`config.mk`:
```
export PLATFORM = sky130hd
export DESIGN_NAME = march_controller
export DESIGN_NICKNAME = d
export VERILOG_FILES = /design/src/rtl/march_controller.sv
export SDC_FILE = /design/constraint.sdc
export NUM_CORES = 1
export LEC_CHECK = 0
export BUFFER_PORTS_ARGS = -buffer_cell sky130_fd_sc_hd__buf_2
export CORE_UTILIZATION = 51
export DETAILED_ROUTE_END_ITERATION = 16
export HOLD_SLACK_MARGIN = 0.05
export PLACE_DENSITY = 0.83
export SLEW_MARGIN = 0
export SYNTH_ARGS = -nofsm -noshare
export SYNTH_HDL_FRONTEND = slang
export SYNTH_SLANG_ARGS = --single-unit
export TNS_END_PERCENT = 50
```
`constraint.sdc`:
```
create_clock -name clk_i -period 2 [get_ports clk_i]
set_input_delay 0.1 -clock clk_i [delete_from_list [all_inputs] [get_ports clk_i]]
set_output_delay 0.1 -clock clk_i [all_outputs]
set_load 0.01 [all_outputs]
```
`src/rtl/march_controller.sv`:
```
// March C- sequencing FSM for memory BIST. Drives an external address
// generator and a synchronous RAM, checks read data against the expected
// background and records the first failing address/element.
module march_controller #(
    parameter int unsigned a_width      = 4,
    parameter int unsigned d_width      = 8,
    parameter bit          stop_on_fail = 1'b0
) (
    input  logic               clk_i,
    input  logic               reset_i,
    input  logic               start_i,
    output logic               gen_reset_o,
    output logic               gen_preset_o,
    output logic               gen_en_o,
    output logic               gen_up_down_o,
    input  logic               gen_carry_i,
    input  logic [a_width-1:0] gen_address_i,
    output logic               mem_we_o,
    output logic               mem_re_o,
    output logic [d_width-1:0] mem_wdata_o,
    input  logic [d_width-1:0] mem_rdata_i,
    output logic               busy_o,
    output logic               done_o,
    output logic               fail_o,
    output logic [a_width-1:0] fail_addr_o,
    output logic [2:0]         fail_elem_o
);

    typedef enum logic [2:0] {
        S_IDLE, S_INIT, S_RD, S_CHK, S_WR, S_NEXT, S_DONE
    } state_t;

    localparam logic [2:0] LAST_ELEM = 3'd5;

    // Elements 3 and 4 walk the address space downwards, all others upwards.
    function automatic logic elem_desc(input logic [2:0] e);
        return (e == 3'd3) || (e == 3'd4);
    endfunction

    // Every element except the initial background write starts with a read.
    function automatic logic elem_has_read(input logic [2:0] e);
        return e != 3'd0;
    endfunction

    // Every element except the final verify pass ends with a write.
    function automatic logic elem_has_write(input logic [2:0] e);
        return e != LAST_ELEM;
    endfunction

    // w1 in elements 1 and 3, w0 everywhere else.
    function automatic logic [d_width-1:0] write_value(input logic [2:0] e);
        return ((e == 3'd1) || (e == 3'd3)) ? {d_width{1'b1}} : {d_width{1'b0}};
    endfunction

    // r1 in elements 2 and 4, r0 everywhere else.
    function automatic logic [d_width-1:0] read_value(input logic [2:0] e);
        return ((e == 3'd2) || (e == 3'd4)) ? {d_width{1'b1}} : {d_width{1'b0}};
    endfunction

    state_t             state_q;
    logic [2:0]         elem_q;
    logic               last_q;
    logic               gen_reset_q, gen_preset_q, gen_en_q, gen_up_down_q;
    logic               mem_we_q, mem_re_q;
    logic [d_width-1:0] mem_wdata_q;
    logic               busy_q, done_q, fail_q;
    logic [a_width-1:0] fail_addr_q;
    logic [2:0]         fail_elem_q;

    // The carry pulse can arrive in the same cycle as the last op of an
    // element, so the end-of-element decision looks at it directly.
    logic               last_d;
    logic               mismatch_d;
    logic [2:0]         elem_d;

    assign last_d     = last_q | gen_carry_i;
    assign mismatch_d = (mem_rdata_i != read_value(elem_q));
    assign elem_d     = elem_q + 3'd1;

    // Sequencer: state, element index, last-address flag and all outputs.
    // Outputs are registered and loaded together with the state they belong to.
    always_ff @(posedge clk_i) begin
        if (reset_i) begin
            state_q       <= S_IDLE;
            elem_q        <= 3'd0;
            last_q        <= 1'b0;
            gen_reset_q   <= 1'b0;
            gen_preset_q  <= 1'b0;
            gen_en_q      <= 1'b0;
            gen_up_down_q <= 1'b0;
            mem_we_q      <= 1'b0;
            mem_re_q      <= 1'b0;
            mem_wdata_q   <= {d_width{1'b0}};
            busy_q        <= 1'b0;
            done_q        <= 1'b0;
            fail_q        <= 1'b0;
            fail_addr_q   <= {a_width{1'b0}};
            fail_elem_q   <= 3'd0;
        end else begin
            gen_reset_q  <= 1'b0;
            gen_preset_q <= 1'b0;
            gen_en_q     <= 1'b0;
            mem_we_q     <= 1'b0;
            mem_re_q     <= 1'b0;
            if (gen_carry_i) begin
                last_q <= 1'b1;
            end
            case (state_q)
                S_IDLE, S_DONE: begin
                    if (start_i) begin
                        state_q       <= S_INIT;
                        elem_q        <= 3'd0;
                        gen_reset_q   <= 1'b1;
                        gen_up_down_q <= 1'b1;
                        busy_q        <= 1'b1;
                        done_q        <= 1'b0;
                        fail_q        <= 1'b0;
                        fail_addr_q   <= {a_width{1'b0}};
                        fail_elem_q   <= 3'd0;
                    end
                end
                S_INIT, S_NEXT: begin
                    if (state_q == S_INIT) begin
                        last_q <= 1'b0;
                    end
                    if (elem_has_read(elem_q)) begin
                        state_q  <= S_RD;
                        mem_re_q <= 1'b1;
                    end else begin
                        state_q     <= S_WR;
                        mem_we_q    <= 1'b1;
                        mem_wdata_q <= write_value(elem_q);
                    end
                end
                S_RD: begin
                    state_q <= S_CHK;
                end
                S_CHK, S_WR: begin
                    if ((state_q == S_CHK) && mismatch_d && !fail_q) begin
                        fail_q      <= 1'b1;
                        fail_addr_q <= gen_address_i;
                        fail_elem_q <= elem_q;
                    end
                    if ((state_q == S_CHK) && mismatch_d && stop_on_fail) begin
                        state_q <= S_DONE;
                        busy_q  <= 1'b0;
                        done_q  <= 1'b1;
                    end else if ((state_q == S_CHK) && elem_has_write(elem_q)) begin
                        state_q     <= S_WR;
                        mem_we_q    <= 1'b1;
                        mem_wdata_q <= write_value(elem_q);
                    end else if (last_d) begin
                        if (elem_q == LAST_ELEM) begin
                            state_q <= S_DONE;
                            busy_q  <= 1'b0;
                            done_q  <= 1'b1;
                        end else begin
                            state_q       <= S_INIT;
                            elem_q        <= elem_d;
                            gen_reset_q   <= !elem_desc(elem_d);
                            gen_preset_q  <= elem_desc(elem_d);
                            gen_up_down_q <= !elem_desc(elem_d);
                        end
                    end else begin
                        state_q  <= S_NEXT;
                        gen_en_q <= 1'b1;
                    end
                end
                default: begin
                    state_q <= S_IDLE;
                end
            endcase
        end
    end

    assign gen_reset_o   = gen_reset_q;
    assign gen_preset_o  = gen_preset_q;
    assign gen_en_o      = gen_en_q;
    assign gen_up_down_o = gen_up_down_q;
    assign mem_we_o      = mem_we_q;
    assign mem_re_o      = mem_re_q;
    assign mem_wdata_o   = mem_wdata_q;
    assign busy_o        = busy_q;
    assign done_o        = done_q;
    assign fail_o        = fail_q;
    assign fail_addr_o   = fail_addr_q;
    assign fail_elem_o   = fail_elem_q;

endmodule

```
# Word level (Yosys, flattened, before mapping)
# Cells that the tools add are included.
# word_totals
register_bits	31
in_bits	16
# op_classes
add_sub_neg	1
eq_ne	23
muxes	50
n_bitwise	4
n_reduce_logical	22
# ops
operator	n
$mux W8	4
$mux W3	10
$mux W1	23
$eq A3 B3 Y1 const B	6
$ne A2 B2 Y1 const B	8
$pmux W8 S2	1
$eq A3 B2 Y1 const B	5
$pmux W1 S2	6
$pmux W3 S2	2
$pmux W3 S4	1
$reduce_and A5 Y1	2
$mux W4	2
$ne A8 B8 Y1	1
$pmux W4 S2	1
$reduce_or A2 Y1	4
$eq A3 B1 Y1 const B	2
$reduce_and A3 Y1	2
$reduce_or A5 Y1	1
$reduce_bool A2 Y1	2
$add A3 B1 Y3 const B	1
$logic_and A1 B1 Y1	3
$logic_not A3 Y1	1
$logic_or A1 B1 Y1	3
$ne A3 B3 Y1 const B	1
other kinds (5)	8

# Longest topological paths before layout
# logic_depth
depth_word	8
ltp_mapped	6
mapped_depth_nobuf	6

# Least setup slack after synthesis
# Ideal clock, no wire load.
# synth_timing
kind	reg2reg
start	register elem_q[0]
end	register fail_addr_q[0], in the netlist fail_addr_o[0]
arrival_time_ns	1.420
setup_slack_ns	0.448
path_stages_with_launch	7
period_less_slack_ns	1.552
path_cell_list	dfxtp_1 > inv_1 > ha_1 > mux2_2 > a211o_1 > nand4_1 > a21oi_1
# synth_via
elab_chain_len	8
# synth_lines
item	line	rtl
start, declared	61	logic [2:0] elem_q;
start signal, assigned	159	elem_q <= elem_d;
$eq A3 B2 Y1 or $eq A3 B3 Y1 (tied branches)	57	return ((e == 3'd2) || (e == 3'd4)) ? {d_width{1'b1}} : {d_width{1'b0}};
$logic_or A1 B1 Y1 (*)	57	
$mux W8 (*)	57	
$ne A8 B8 Y1 (*)	77	assign mismatch_d = (mem_rdata_i != read_value(elem_q));
$logic_and A1 B1 Y1 (*)	n/a	
$logic_and A1 B1 Y1 (*)	139	if ((state_q == S_CHK) && mismatch_d && !fail_q) begin
$ne A2 B2 Y1 (no source line) (*)	n/a	
$reduce_and A3 Y1 (no source line) (*)	n/a	
end signal, assigned	97	fail_addr_q <= {a_width{1'b0}};
end signal, assigned	118	fail_addr_q <= {a_width{1'b0}};
end signal, assigned	141	fail_addr_q <= gen_address_i;
end, declared	67	logic [a_width-1:0] fail_addr_q;
# Mark *: on every way between the ends. The rest lies on a longest branch, timed or not.
# A chain may end at the register's enable or synchronous reset.

# Worst setup path in the final report
# layout_timing
start	register elem_q[1]
end	register fail_addr_q[3], in the netlist fail_addr_o[3]
# Same word-level chain as after synthesis.

==> results.toml <==
[final_layout]
layout_common_cells = "39 x buf_2, 24 x dfxtp_1, 14 x a21oi_1, 11 x nand2_1, 11 x nor2_1"
instances_no_fill = 222
fin_nets = 214
drive_gt1_frac = 0.292
layout_commonest_cell = "buf_2"
nFillCells = 210
diodes = 0
area_delta_synth_final_pct = 18.1

[logic_synthesis]
synth_area_leader_cell = "dfxtp_1"
synth-seq-cells = 24
synthTopCellsByArea = "dfxtp_1 35%, a21oi_1 5.2%, ha_1 4.6%"
synth_top_area_share = 0.354
synth_edf_count = 0
yosysUniqueCellTypes = 52
synthCells = 157
synth_seq_area_share = 0.354
synth_ff_type = "dfxtp_1"
async_reset_ff_frac = 0
synth_nets = 178
yosysWarnings = 0
mappedNetlistArea_sq_um = 1360
synth.avg_cell_area_sq_um = 8.64

[detailed_routing]
first_pass_iters = 5
vias_per_cell = 5.89
drc = 0
vias = 1308
drtIter0Drc = 39
antenna_left = 0
wl_um = 3310
wl_per_cell_um = 14.9

[place]
dp_cells = 213
io_buffers = 39
place_hpwl_um = 2340
gp_congestion = 0.805

[hold_path]
hp-start = "reset_i"
hp-class = "primary input to register"

[worst_setup_path]
critPathTopFamily = "compound AO/OA/AOI/OAI gates"
cp-end-kind = "register"
r2r-start = "elem_q[1]"
r2r-end = "fail_addr_o[3]"
path_depth = 6
cp-endpoint = "fail_addr_o[3]"
rr_worst_depth = 6
cp.required_ns = 2.27
crit_buf_inv = 1
crit_start = "elem_q[1]"
crit_fanout = 7
cp-start-kind = "register"
path_cells = "inv_1, ha_1, mux2_2, a211oi_2, o21ai_0, a21oi_1"
cpPeakStageDelay_ns = 0.46
cpMaxStageDelayCell = "dfxtp_1"
criticalPathCategory = "register to register"
worst_ep_arrival_time_ns = 2.10
rrSetupSlack_ns = 0.17

[sta]
setup-violations-final = 0
hold_violations = 0
rsz0062_at_grt = "no"
tightest_slew_ns = 0.657
relSlewSlack = 0.560
clock_skew_ns = 0.0120
period_needed_ns = 1.83
drv_slew = 0
timing.setup.tns_ns = 0
period_share = 0.913
fmax_ghz = 0.548

[floorplanning]
row_count = 18
start_util = 0.543
core_sq_um = 2500
die_h_um = 53.6
num_io_pins = 40
die_w_um = 53.6
dieArea_sq_um = 2870

[pwr]
power_leakage_nw = 0.666
ir_worst_vdd_uv = 543
p_per_area_nw_per_um2 = 669

[grt]
grt_first_pass_wirelength_um = 5020
antenna_found_initial = 0
globalRouteOverflowTotal = 0
grt_util_all_layers = 0.245
grt_pass1_vias = 1096
grt_max_degree = 25

[cts]
insertion_delay_ns = 0.33
cts_buffer_depth = 2
h-tree-depth = 1
clk_pin_slew_worst_paths_ns = 0.14
cts_tree = "done"
clock_sinks = 24
cts_buffers = 3
clock-root-buffer = "clkbuf_4"

[run]
drv_cap = 0

[status]
outcome = "finished clean"
-- how the worst min path moves through the flow --
| stage | end | depth (start not counted) |
|---|---|---|
| floorplan | gen_en_o | 1 |
| global placement | gen_en_o | 2 |
| detailed placement | gen_en_o | 2 |
| CTS | mem_we_o | 2 |
| global route | mem_we_o | 2 |
| finish | mem_we_o | 2 |
-- synth_stat cells, types with 3 or more instances --
cell type  number
a21oi_1        14
ha_1            5
buf_4           8
nor2_1         11
clkbuf_1        4
o22ai_1         5
dfxtp_1        24
a211oi_1        3
nand2_1        11
nand4_1         9
inv_1           5
o21ai_0         8
nor4_1          4
-- layer usage --
metal  GRT usage  share of wire
met3      0.0395          0.052
met1       0.322           0.44
met5           0              0
met4       0.136          0.022
met2       0.379           0.49
-- final cells by class --
type	count	area, sq um	area share
Multi-Input combinational cell	113	752	0.470
Clock buffer	3	22.5	0.0141
Timing Repair Buffer	46	260	0.162
Inverter	5	18.8	0.0117
Sequential cell	24	480	0.300
Tap cell	30	37.5	0.0234
Clock inverter	1	30.0	0.0187
-- state kept, by name (all words and copies together) (netlist names) --
name / flops
busy_o: 1
mem_re_o: 1
fail_o: 1
done_o: 1
gen_preset_o: 1
mem_we_o: 1
last_q: 1
mem_wdata_o: 1
elem_q: 3
fail_elem_o: 3
gen_en_o: 1
state_q: 3
gen_up_down_o: 1
fail_addr_o: 4
gen_reset_o: 1
-- kinds of logic (layout without fill, tap and decap cells) --
kind of cell	Yosys count	after routing	synth area share
adder cells (fa/ha/maj)	6	6	0.0535
buffers and inverters	20	55	0.0913
multiplexers	1	1	0.00830
XOR/XNOR	1	1	0.00646
flip-flops	24	24	0.354
AND/OR/NAND/NOR	57	57	0.250
AO/OA/AOI/OAI	48	48	0.236
-- worst register-to-register path, stage by stage, from the launching register on --
cell and delay (ns):
dfxtp_1 0.46, inv_1 0.09, ha_1 0.20, mux2_2 0.31, a211oi_2 0.38, o21ai_0 0.18
a21oi_1 0.14
-- metrics by stage --
step | area, sq um | setup slack, ns | util | power [mW] | hold slack (ns)
2_1_floorplan | 1360 | 0.448 | - | 0.669 | 0.179
3_3_place_gp | 1500 | 0.357 | 0.600 | 0.705 | 0.337
3_5_place_dp | 1500 | 0.237 | 0.600 | 0.714 | 0.344
4_1_cts | 1600 | 0.205 | 0.641 | 1.07 | 0.166
5_1_grt | 1600 | 0.0401 | 0.641 | 1.12 | 0.194
6_report | 1600 | 0.174 | 0.641 | 1.07 | 0.187
-- power by group --
part / internal, mW / switching (mW) / total (mW)
registers: 0.498 / 0.0236 / 0.522
clock network: 0.203 / 0.152 / 0.355
logic: 0.0867 / 0.108 / 0.194
-- timing repair --
action | in CTS | in global routing
endpoints found under the hold margin | 5 | 0
buffers inserted | 0 | 0
hold buffers | 5 | 0
gates resized for setup | 0 | 0
(Power assumes the default switching activity.)
